==> src/rtl/serial_subtract_ctrl.sv <==
// Bit-serial subtractor: A - B - Bin computed LSB first through one shared
// full_subtractor cell, with a start/done handshake.

module full_subtractor (
    input  logic x,
    input  logic y,
    input  logic z,
    output logic diff_out,
    output logic borrow_out
);
    assign diff_out   = x ^ y ^ z;
    assign borrow_out = (~x & y) | (~x & z) | (y & z);
endmodule

module serial_subtract_ctrl #(
    parameter int WIDTH = 8
) (
    input  logic             clk,
    input  logic             rst_n,
    input  logic             start,
    input  logic [WIDTH-1:0] a,
    input  logic [WIDTH-1:0] b,
    input  logic             bin,
    output logic             busy,
    output logic             done,
    output logic [WIDTH-1:0] diff,
    output logic             bout
);
    localparam int CW = $clog2(WIDTH + 1);
    localparam logic [CW-1:0] LAST = CW'(WIDTH - 1);

    typedef enum logic [1:0] {IDLE, RUN, DONE} state_t;

    state_t           state, state_d;
    logic [WIDTH-1:0] sa, sa_d, sb, sb_d, sd, sd_d, sd_shift, diff_d;
    logic             br, br_d, bout_d;
    logic [CW-1:0]    cnt, cnt_d;
    logic             fs_diff, fs_borrow;

    full_subtractor u_fs (
        .x          (sa[0]),
        .y          (sb[0]),
        .z          (br),
        .diff_out   (fs_diff),
        .borrow_out (fs_borrow)
    );

    // Result bits enter at the MSB so bit 0 lands in place after WIDTH shifts.
    generate
        if (WIDTH == 1) begin : g_one
            assign sd_shift = fs_diff;
        end else begin : g_many
            assign sd_shift = {fs_diff, sd[WIDTH-1:1]};
        end
    endgenerate

    always_ff @(posedge clk or negedge rst_n) begin
        if (!rst_n) begin
            state <= IDLE;
            sa    <= '0;
            sb    <= '0;
            sd    <= '0;
            br    <= 1'b0;
            cnt   <= '0;
            diff  <= '0;
            bout  <= 1'b0;
        end else begin
            state <= state_d;
            sa    <= sa_d;
            sb    <= sb_d;
            sd    <= sd_d;
            br    <= br_d;
            cnt   <= cnt_d;
            diff  <= diff_d;
            bout  <= bout_d;
        end
    end

    always_comb begin
        state_d = state;
        sa_d    = sa;
        sb_d    = sb;
        sd_d    = sd;
        br_d    = br;
        cnt_d   = cnt;
        diff_d  = diff;
        bout_d  = bout;
        case (state)
            IDLE, DONE: begin
                state_d = IDLE;
                if (start) begin
                    sa_d    = a;
                    sb_d    = b;
                    br_d    = bin;
                    cnt_d   = '0;
                    sd_d    = '0;
                    state_d = RUN;
                end
            end
            RUN: begin
                sd_d  = sd_shift;
                sa_d  = sa >> 1;
                sb_d  = sb >> 1;
                br_d  = fs_borrow;
                cnt_d = cnt + CW'(1);
                // Publish only on the last bit so diff/bout stay stable during RUN.
                if (cnt == LAST) begin
                    diff_d  = sd_shift;
                    bout_d  = fs_borrow;
                    state_d = DONE;
                end
            end
            default: state_d = IDLE;
        endcase
    end

    assign busy = (state == RUN);
    assign done = (state == DONE);

endmodule

==> config.mk <==
export PLATFORM = sky130hd
export DESIGN_NAME = serial_subtract_ctrl
export DESIGN_NICKNAME = d
export VERILOG_FILES = /design/src/rtl/serial_subtract_ctrl.sv
export SDC_FILE = /design/constraint.sdc
export NUM_CORES = 1
export LEC_CHECK = 0
export CAP_MARGIN = 20
export CORE_MARGIN = 3
export CORE_UTILIZATION = 45
export DETAILED_ROUTE_END_ITERATION = 16
export PLACE_DENSITY = 0.83
export SKIP_LAST_GASP = 1
export SLEW_MARGIN = 20
export SYNTH_ARGS = -nofsm -noshare
export SYNTH_HDL_FRONTEND = slang
export SYNTH_SLANG_ARGS = --single-unit
==> constraint.sdc <==
create_clock -name clk -period 1.34 [get_ports clk]
set_input_delay 0.201 -clock clk [delete_from_list [all_inputs] [get_ports clk]]
set_output_delay 0.201 -clock clk [all_outputs]
set_load 0.1 [all_outputs]
---- After elaboration in Yosys (flattened, before gate mapping) ----
Cells that the tools add are included.
cells by class
  $add $sub $neg .......................... 1
  equal/unequal tests ..................... 5
  multiplexer cells ....................... 13
  bitwise gates (word level) .............. 8
  reductions and logical operators ........ 5
operators by type and width
  cell                 number
  $pmux 8 s2           3
  $mux 8               3
  $pmux 4 s2           1
  $add 4x1->4 const B  1
  $eq 4x3->1 const B   1
  $mux 4               1
  $pmux 2 s2           1
  $reduce_and 2->1     2
  $and 1x1->1          3
  $eq 2x1->1 const B   1
  $eq 2x2->1 const B   1
  $logic_not 2->1      1
  $mux 1               2
  $mux 2               1
  $ne 2x1->1 const B   1
  $ne 2x2->1 const B   1
  $or 1x1->1           2
  $pmux 1 s2           1
  $reduce_bool 2->1    1
  $reduce_or 2->1      1
  $xor 1x1->1          2
  $not 1->1            1
word-level totals
  register bits after elaboration ......... 40
  input port bits ......................... 20
  output and inout port bits .............. 11
  word-level logic and storage cells ...... 40

---- Longest topological paths before layout ----
Gate-level depths: netlist of the first run.
  depth in word-level cells ............... 5
  gate-level depth with buffers ........... 7
  gate-level depth less buffers ........... 4

---- Hierarchy ----
Synthesis of the first run repeated with hierarchy kept, for this count alone.
unflattened totals
  cell total of the unflattened synthesis .. 116
  area total of the unflattened synthesis .. 1607.8 µm²
by module, submodules not included
  module                times used  cells each  area each (µm²)  seq. area each (µm²)
  serial_subtract_ctrl  1           113         1580.3           975.9
  full_subtractor       1           3           27.5             0.0

---- Worst setup path before layout of the first run ----
No wires, ideal clock.
  path kind ............................... flip-flop to output port
  start ................................... register state[0]
  end ..................................... output port done
  data arrival time ....................... 1.722 ns
  data required time ...................... 1.139 ns
  slack ................................... -0.583 ns
  cell stages (with the launch flop) ...... 2
  path buffers ............................ 0
  path through ............................ dfrtp_1 > nor2b_1
between the ends
  longest elaborated chain between the ends .. 1
RTL lines
  element                   RTL line  text
  start: declaration        34        state_t state, state_d;
  start signal: assignment  68        state <= state_d;
  $eq 2x2->1                118       assign done = (state == DONE);
  end: declaration          25        output logic done,
No other way between the ends.

---- Worst setup path after layout of the first run ----
  start ................................... register cnt[0]
  end ..................................... register diff[4]
between the ends
  longest elaborated chain between the ends .. 2
RTL lines
  element                            RTL line  text
  start: declaration                 37        logic [CW-1:0] cnt, cnt_d;
  start signal: assignment           73        cnt <= cnt_d;
  $eq 4x3->1                         107       if (cnt == LAST) begin
  $reduce_and 2->1 (no source line)  n/a
  end signal: assignment             74        diff <= diff_d;
  end: declaration                   26        output logic [WIDTH-1:0] diff,
No other way between the ends.
A chain may end at the register's enable or synchronous reset.

==> impl_metrics.env, run 1 <==
export IMPL_status="finished, violations left"
export IMPL_violations="negative setup slack"
export IMPL_dpl_cell_area_um2=2170
export IMPL_finalCriticalPeriod_ns=1.48
export IMPL_placed_cells=215
export IMPL_place_congestion=0.882
export IMPL_area_growth_pct=43.9
export IMPL_avgSynthCellArea_um2=12.1
export IMPL_synth_adder_area_share=0.0202
export IMPL_numClockSinks=39
export IMPL_ys_seq_area_frac=0.605
export IMPL_synth_xor_area_frac=0.00543
export IMPL_hold_class="in -> async"
export IMPL_powerDensity_nw_per_um2=2720
export IMPL_finalSetupViolCount=11
export IMPL_drc_errors=0
export IMPL_yosys_warnings=0
export IMPL_final_common_cell="dfrtp_1"
export IMPL_final_instance_count_excl_fill=228
export IMPL_grt_ovfl_total=0
export IMPL_num_vias=1244
export IMPL_antennaDiodeCount=0
export IMPL_grt_pass1_wl_mm=5.94
export IMPL_worst_slew_pin_slew_ns=0.482
export IMPL_rsz0062_at_grt="true"
export IMPL_critPathLaunchType="register"
export IMPL_io_buffers=30
export IMPL_die_h_um=65.9
export IMPL_ant_nets=0
export IMPL_leakagePower_uw=0.00107
export IMPL_cts_root_buf="clkbuf_4"
export IMPL_dieArea_um2=4340
export IMPL_num_rows=21
export IMPL_cp_data_arrival_time_ns=1.71
export IMPL_ys_ff_latch=39
export IMPL_grt_max_degree=40
export IMPL_insertion_delay_ns=0.34
export IMPL_grt_usage=0.183
export IMPL_drv_cap=0
export IMPL_fillCellCount=235
export IMPL_htreeDepth=2
export IMPL_ios=31
export IMPL_setup_slack_ns=-0.140
export IMPL_grt_antenna_before_repair=0
export IMPL_clock_fmax_ghz=0.676
export IMPL_max_slew_margin=0.679
export IMPL_final_cell_mix="dfrtp_1, clkdlybuf4s50_1, nand2_1"
export IMPL_firstDrtPassIters=4
export IMPL_synth_area_um2=1610
export IMPL_coreArea_um2=3390
export IMPL_wirelength_mm=3.69
export IMPL_end_kind="register"
export IMPL_fin_worst_skew_ns=0.0107
export IMPL_start_util=0.476
export IMPL_place_hpwl_mm=2.54
export IMPL_clock_path_buffers=2
export IMPL_vias_per_cell=5.46
export IMPL_wl_per_cell_um=16.2
export IMPL_ys_flop_type="dfrtp_1"
export IMPL_finalCritPeriodShare=1.10
export IMPL_synthCells=133
export IMPL_final_cell_area_um2=2320
export IMPL_synth_edf_count=0
export IMPL_async_flop_share=1.00
export IMPL_grt_pass1_vias=1308
export IMPL_dieWidth_um=65.9
export IMPL_cp_data_required_time_ns=1.57
export IMPL_synthMuxAreaShare=0.0745
export IMPL_synth_top_family_by_area="compound AO/OA/AOI/OAI gates"
export IMPL_clk_pin_slew_ns=0.12
export IMPL_critPathMaxFanout=10
export IMPL_finalMaxSlewViolations=0
export IMPL_drive_gt1_frac=0.302
export IMPL_hold_viol=0
export IMPL_crit_type="reg -> reg"
export IMPL_fin_nets=203
export IMPL_synth_fp_nets=155
export IMPL_yosys_area_share_simple=0.126
export IMPL_synth_compound_area_frac=0.134
export IMPL_drt_iter0_drc=43
export IMPL_peakVddDrop_uv=1500
export IMPL_fin_tns_setup_ns=-1.37
export IMPL_synth_cell_type_count=25
export IMPL_cts_tree="done"
export IMPL_numCtsBuffers=5
==> timing repair <==
item / 4_1_cts / 5_1_grt
gates resized for setup: 8 / 8
hold endpoints to repair: 39 / 0
pin swaps: 1 / 3
cloned: 0 / 1
setup endpoints to repair: 22 / 27
buffers inserted: 2 / 2
hold buffers: 1 / 0
==> cells by family after synthesis <==
| group | after synthesis |
|---|---|
| simple gates | 41 |
| buf+inv | 12 |
| flops | 39 |
| mux | 11 |
| xor+xnor | 1 |
| fa+ha+maj | 2 |
| compound gates | 27 |
==> cell usage after synthesis, types with 2 or more instances <==
cell	n	area [um^2]
a22o_1	10	87.6
nand3_1	14	70.1
clkbuf_1	6	22.5
inv_1	3	11.3
nand2_1	17	63.8
mux2i_1	3	30.0
buf_2	2	10.0
a22oi_1	14	105
nor2b_1	2	12.5
nand2b_1	2	12.5
dfrtp_1	39	976
mux2_2	8	90.1
==> cell type report <==
class	instances	area, um^2	share of cell area
sequential	39	976	0.420
multi-input combinational	83	622	0.268
timing repair buffer	49	586	0.252
clock buffer	8	68.8	0.0296
tap	46	57.6	0.0248
inverter	3	11.3	0.00485
==> final timing paths <==
path | cells past startpoint | slack [ns] | from | end
max | 5 | -0.14 | cnt[0]$_DFFE_PN0P_ | diff[4]$_DFFE_PN0P_
max reg2reg | 5 | -0.14 | cnt[0]$_DFFE_PN0P_ | diff[4]$_DFFE_PN0P_
max in group asynchronous | 3 | 0.58 | rst_n | diff[3]$_DFFE_PN0P_
min reg2reg | 2 | 0.52 | sb[3]$_DFFE_PN0P_ | sb[3]$_DFFE_PN0P_
min in group clk | 3 | 0.45 | a[3] | sa[3]$_DFFE_PN0P_
min | 3 | 0.42 | rst_n | sb[0]$_DFFE_PN0P_
==> routing by layer <==
| layer | wire (um) | vias up | GRT usage | part of all wire |
|---|---|---|---|---|
| met3 | 220 | 13 | 0.0459 | 0.060 |
| met5 | 0 | - | 0 | 0 |
| met4 | 123 | 0 | 0.104 | 0.033 |
| li1 | - | 570 | - | - |
| met1 | 1420 | 618 | 0.208 | 0.38 |
| met2 | 1920 | 43 | 0.309 | 0.52 |
==> flip-flops by register name, summed over array words and instances (netlist names) <==
register  flops
sd            7
sb            8
cnt           4
sa            8
state         2
diff          8
br            1
bout          1
==> report_power, final <==
part | switching, uW | total [uW] | internal [uW]
clock network | 374 | 683 | 309
logic | 2010 | 3550 | 1530
registers | 407 | 2100 | 1690
==> critical path, stage by stage, from the launching register on <==
cell and delay, ns:
dfrtp_1 0.41, ha_2 0.20, nand2_1 0.09, nor3_4 0.17
buf_12 0.16, mux2_2 0.33
==> through the flow <==
step / worst slack [ns] / util / hold slack [ns] / power [uW]
3_3_place_gp: -0.0969 / 0.641 / 0.267 / 5310
3_5_place_dp: -0.170 / 0.641 / 0.280 / 5470
2_1_floorplan: -0.124 / - / -0.0946 / 4220
4_1_cts: -0.153 / 0.677 / 0.421 / 6320
5_1_grt: -0.201 / 0.685 / 0.446 / 6670
6_report: -0.140 / 0.685 / 0.422 / 6320
Power figures use the tool's default switching activity.
==> inputs of run 2 (changes only) <==
--- a/config.mk
+++ b/config.mk
@@ -9,6 +9,7 @@
 export CORE_MARGIN = 3
 export CORE_UTILIZATION = 45
 export DETAILED_ROUTE_END_ITERATION = 16
+export GPL_TIMING_DRIVEN = 1
 export PLACE_DENSITY = 0.83
 export SKIP_LAST_GASP = 1
 export SLEW_MARGIN = 20
==> results of run 2 <==
Same layout as run 1: the final DEF is identical, and so are final timing and power.
==> inputs of run 3 (changes only) <==
--- a/config.mk
+++ b/config.mk
@@ -15,4 +15,5 @@
 export SLEW_MARGIN = 20
 export SYNTH_ARGS = -nofsm -noshare
 export SYNTH_HDL_FRONTEND = slang
+export SYNTH_HIERARCHICAL = 1
 export SYNTH_SLANG_ARGS = --single-unit
==> constraint.sdc (replaced) <==
create_clock -name clk -period 1.34 [get_ports clk]
set_input_delay 0.201 -clock clk [delete_from_list [all_inputs] [get_ports clk]]
set_output_delay 0.201 -clock clk [all_outputs]
set_load 0.01 [all_outputs]
==> run 3 against run 2 <==
- synthesized cell count down 13%
- non-clock buffer count is 1 lower
- critical path depth shrank 1
- the run still ends with negative setup slack left
- sequential power about the same
- first-iteration DRC count decreased by 4.7%
- global-route usage is 1.7 points lower
- die area fell by 0.27%
- hold slack lost 0.096 ns
- critical path type unchanged
- highest routed layer unchanged
- synthesized area decreased by 0.31%
==> impl_metrics.env, run 3 <==
export IMPL_status="finished, violations left"
export IMPL_violations="negative setup slack"
export IMPL_synth_cell_type_count=19
export IMPL_start_util=0.474
export IMPL_final_cell_area_um2=2210
export IMPL_hold_viol=0
export IMPL_ios=31
export IMPL_hold_class="in -> async"
export IMPL_synthTopCellsByCount="dfrtp_1, a22o_1, a21o_1, mux2_1, buf_2"
export IMPL_vias_per_cell=5.34
export IMPL_io_buffers=30
export IMPL_place_congestion=0.804
export IMPL_synth_top_cell_area_share=0.607
export IMPL_crit_type="reg -> reg"
export IMPL_synth_area_um2=1610
export IMPL_place_hpwl_mm=2.25
export IMPL_synth_fp_nets=138
export IMPL_ys_seq_area_frac=0.607
export IMPL_setup_slack_ns=-0.153
export IMPL_reg_top3="diff: 8 flops, sa: 8 flops, sb: 8 flops"
export IMPL_finalSetupViolCount=37
export IMPL_fin_worst_skew_ns=0.00671
export IMPL_critPathLaunchType="register"
export IMPL_grt_use_met1=0.204
export IMPL_num_vias=1122
export IMPL_finalCriticalPeriod_ns=1.49
export IMPL_wirelength_mm=3.22
export IMPL_cp_data_arrival_time_ns=1.70
export IMPL_placed_cells=194
export IMPL_num_rows=21
export IMPL_finalCritPeriodShare=1.11
export IMPL_busiest_layer="met2"
export IMPL_grt_pass1_wl_mm=5.44
export IMPL_fillCellCount=264
export IMPL_peakVddDrop_uv=1070
export IMPL_area_growth_pct=37.6
export IMPL_total_power_uw=5120
export IMPL_critPathMaxFanout=5
export IMPL_firstDrtPassIters=4
export IMPL_grt_pass1_vias=1193
export IMPL_clock_fmax_ghz=0.670
export IMPL_clk_pin_slew_ns=0.11
export IMPL_leakagePower_uw=0.00112
export IMPL_grt_max_degree=24
export IMPL_grt_antenna_before_repair=0
export IMPL_cts_tree="done"
export IMPL_clock_path_buffers=2
export IMPL_final_cell_mix="dfrtp_1, a22o_1, clkdlybuf4s50_1"
export IMPL_numClockSinks=39
export IMPL_dpl_cell_area_um2=2040
export IMPL_grtUsageMet2=0.295
export IMPL_hold_slack_ns=0.326
export IMPL_rsz0062_at_grt="true"
export IMPL_ff2ff_path_depth=4
export IMPL_drv_cap=0
export IMPL_ys_flop_type="dfrtp_1"
export IMPL_worst_slew_pin_slew_ns=0.406
export IMPL_drt_iter0_drc=41
export IMPL_cp_data_required_time_ns=1.55
export IMPL_synthCells=116
export IMPL_numCtsBuffers=5
export IMPL_yosys_top_cells_area="dfrtp_1, a22o_1, a21o_1"
export IMPL_gr_usage_met3=0.0408
export IMPL_yosys_warnings=6
export IMPL_dp_slack_ns=-0.194
export IMPL_grt_usage=0.166
export IMPL_synth_most_common_cell="dfrtp_1"
export IMPL_final_common_cell="dfrtp_1"
export IMPL_cts_root_buf="clkbuf_4"
export IMPL_drive_gt1_frac=0.256
export IMPL_final_instance_count_excl_fill=210
export IMPL_finalMaxSlewViolations=0
export IMPL_die_h_um=65.8
export IMPL_powerDensity_nw_per_um2=2320
export IMPL_htreeDepth=2
export IMPL_end_kind="register"
export IMPL_dieWidth_um=65.8
export IMPL_max_slew_margin=0.729
export IMPL_synth_edf_count=0
export IMPL_dieArea_um2=4330
export IMPL_antennaDiodeCount=0
export IMPL_drc_errors=0
export IMPL_insertion_delay_ns=0.32
export IMPL_avgSynthCellArea_um2=13.9
export IMPL_ys_ff_latch=39
export IMPL_wl_per_cell_um=15.3
export IMPL_synth_top_area_cell="dfrtp_1"
export IMPL_ant_nets=0
export IMPL_fin_nets=185
export IMPL_async_flop_share=1.00
export IMPL_grt_ovfl_total=0
export IMPL_coreArea_um2=3390
run 3: cell types whose count changed after synthesis, moves of 2 or more:
cell      delta
a22oi_1     -14
nand3_1     -14
mux2_2       -7
buf_2        +4
a22o_1      +16
mux2_1       +9
buf_4        +2
a21o_1      +15
clkbuf_1     -6
nand2_1     -14
run 3: cells by family (layout without fill, tap and decap cells):
group,after synthesis,count (layout),synth area share
AO/OA/AOI/OAI,42,42,0.215
flip-flops,39,39,0.607
buffers and inverters,10,58,0.0327
adder cells (fa/ha/maj),2,2,0.0202
AND/OR/NAND/NOR,11,11,0.0428
multiplexers,12,12,0.0825
run 3: worst max-delay path, cell delays in order (launching register included):
cell	delay (ns)
dfrtp_1	0.41
and2b_2	0.26
nor3b_4	0.24
buf_6	0.17
mux2_4	0.30
run 3: layer usage:
metal,vias up,share of wire
met2,22,0.53
met4,0,0.0040
met1,574,0.42
met5,-,0
li1,524,-
met3,2,0.046
run 3: final timing paths:
path / startpoint / to / slack (ns)
worst max-delay path: state[1]$_DFFE_PN0P_ / diff[5]$_DFFE_PN0P_ / -0.15
worst min-delay path: rst_n / diff[0]$_DFFE_PN0P_ / 0.33
worst max register to register: state[1]$_DFFE_PN0P_ / diff[5]$_DFFE_PN0P_ / -0.15
worst min register to register: sb[1]$_DFFE_PN0P_ / sb[1]$_DFFE_PN0P_ / 0.49
max in group asynchronous: rst_n / sa[7]$_DFFE_PN0P_ / 0.56
min in group clk: start / state[0]$_DFFE_PN0P_ / 0.49
run 3: per-stage QoR:
step | util | TNS [ns]
5_1_grt | 0.653 | -5.77
4_1_cts | 0.638 | -1.23
2_1_floorplan | - | -0.132
6_report | 0.653 | -3.77
3_3_place_gp | 0.602 | -4.60
3_5_place_dp | 0.602 | -5.74
run 3: layout make-up:
cell class              count  area [um^2]  share of cell area
repair buffers             48          464               0.210
multi-input cells          67          638               0.288
flip-flops and latches     39          976               0.441
well taps                  46         57.6              0.0260
clock buffers               8         68.8              0.0311
inverters                   2         7.51             0.00339
run 3: timing repair:
item                                    4_1_cts  5_1_grt
buffers inserted                              1        4
endpoints found under the hold margin        16        0
hold buffers                                  1        0
cloned                                        2        0
endpoints found under the setup margin       45       39
pin swaps                                     1       12
gates resized for setup                      22        8
run 3: power by group:
group | internal, uW | switching (uW)
logic | 1440 | 970
registers | 1710 | 352
clock network | 309 | 341
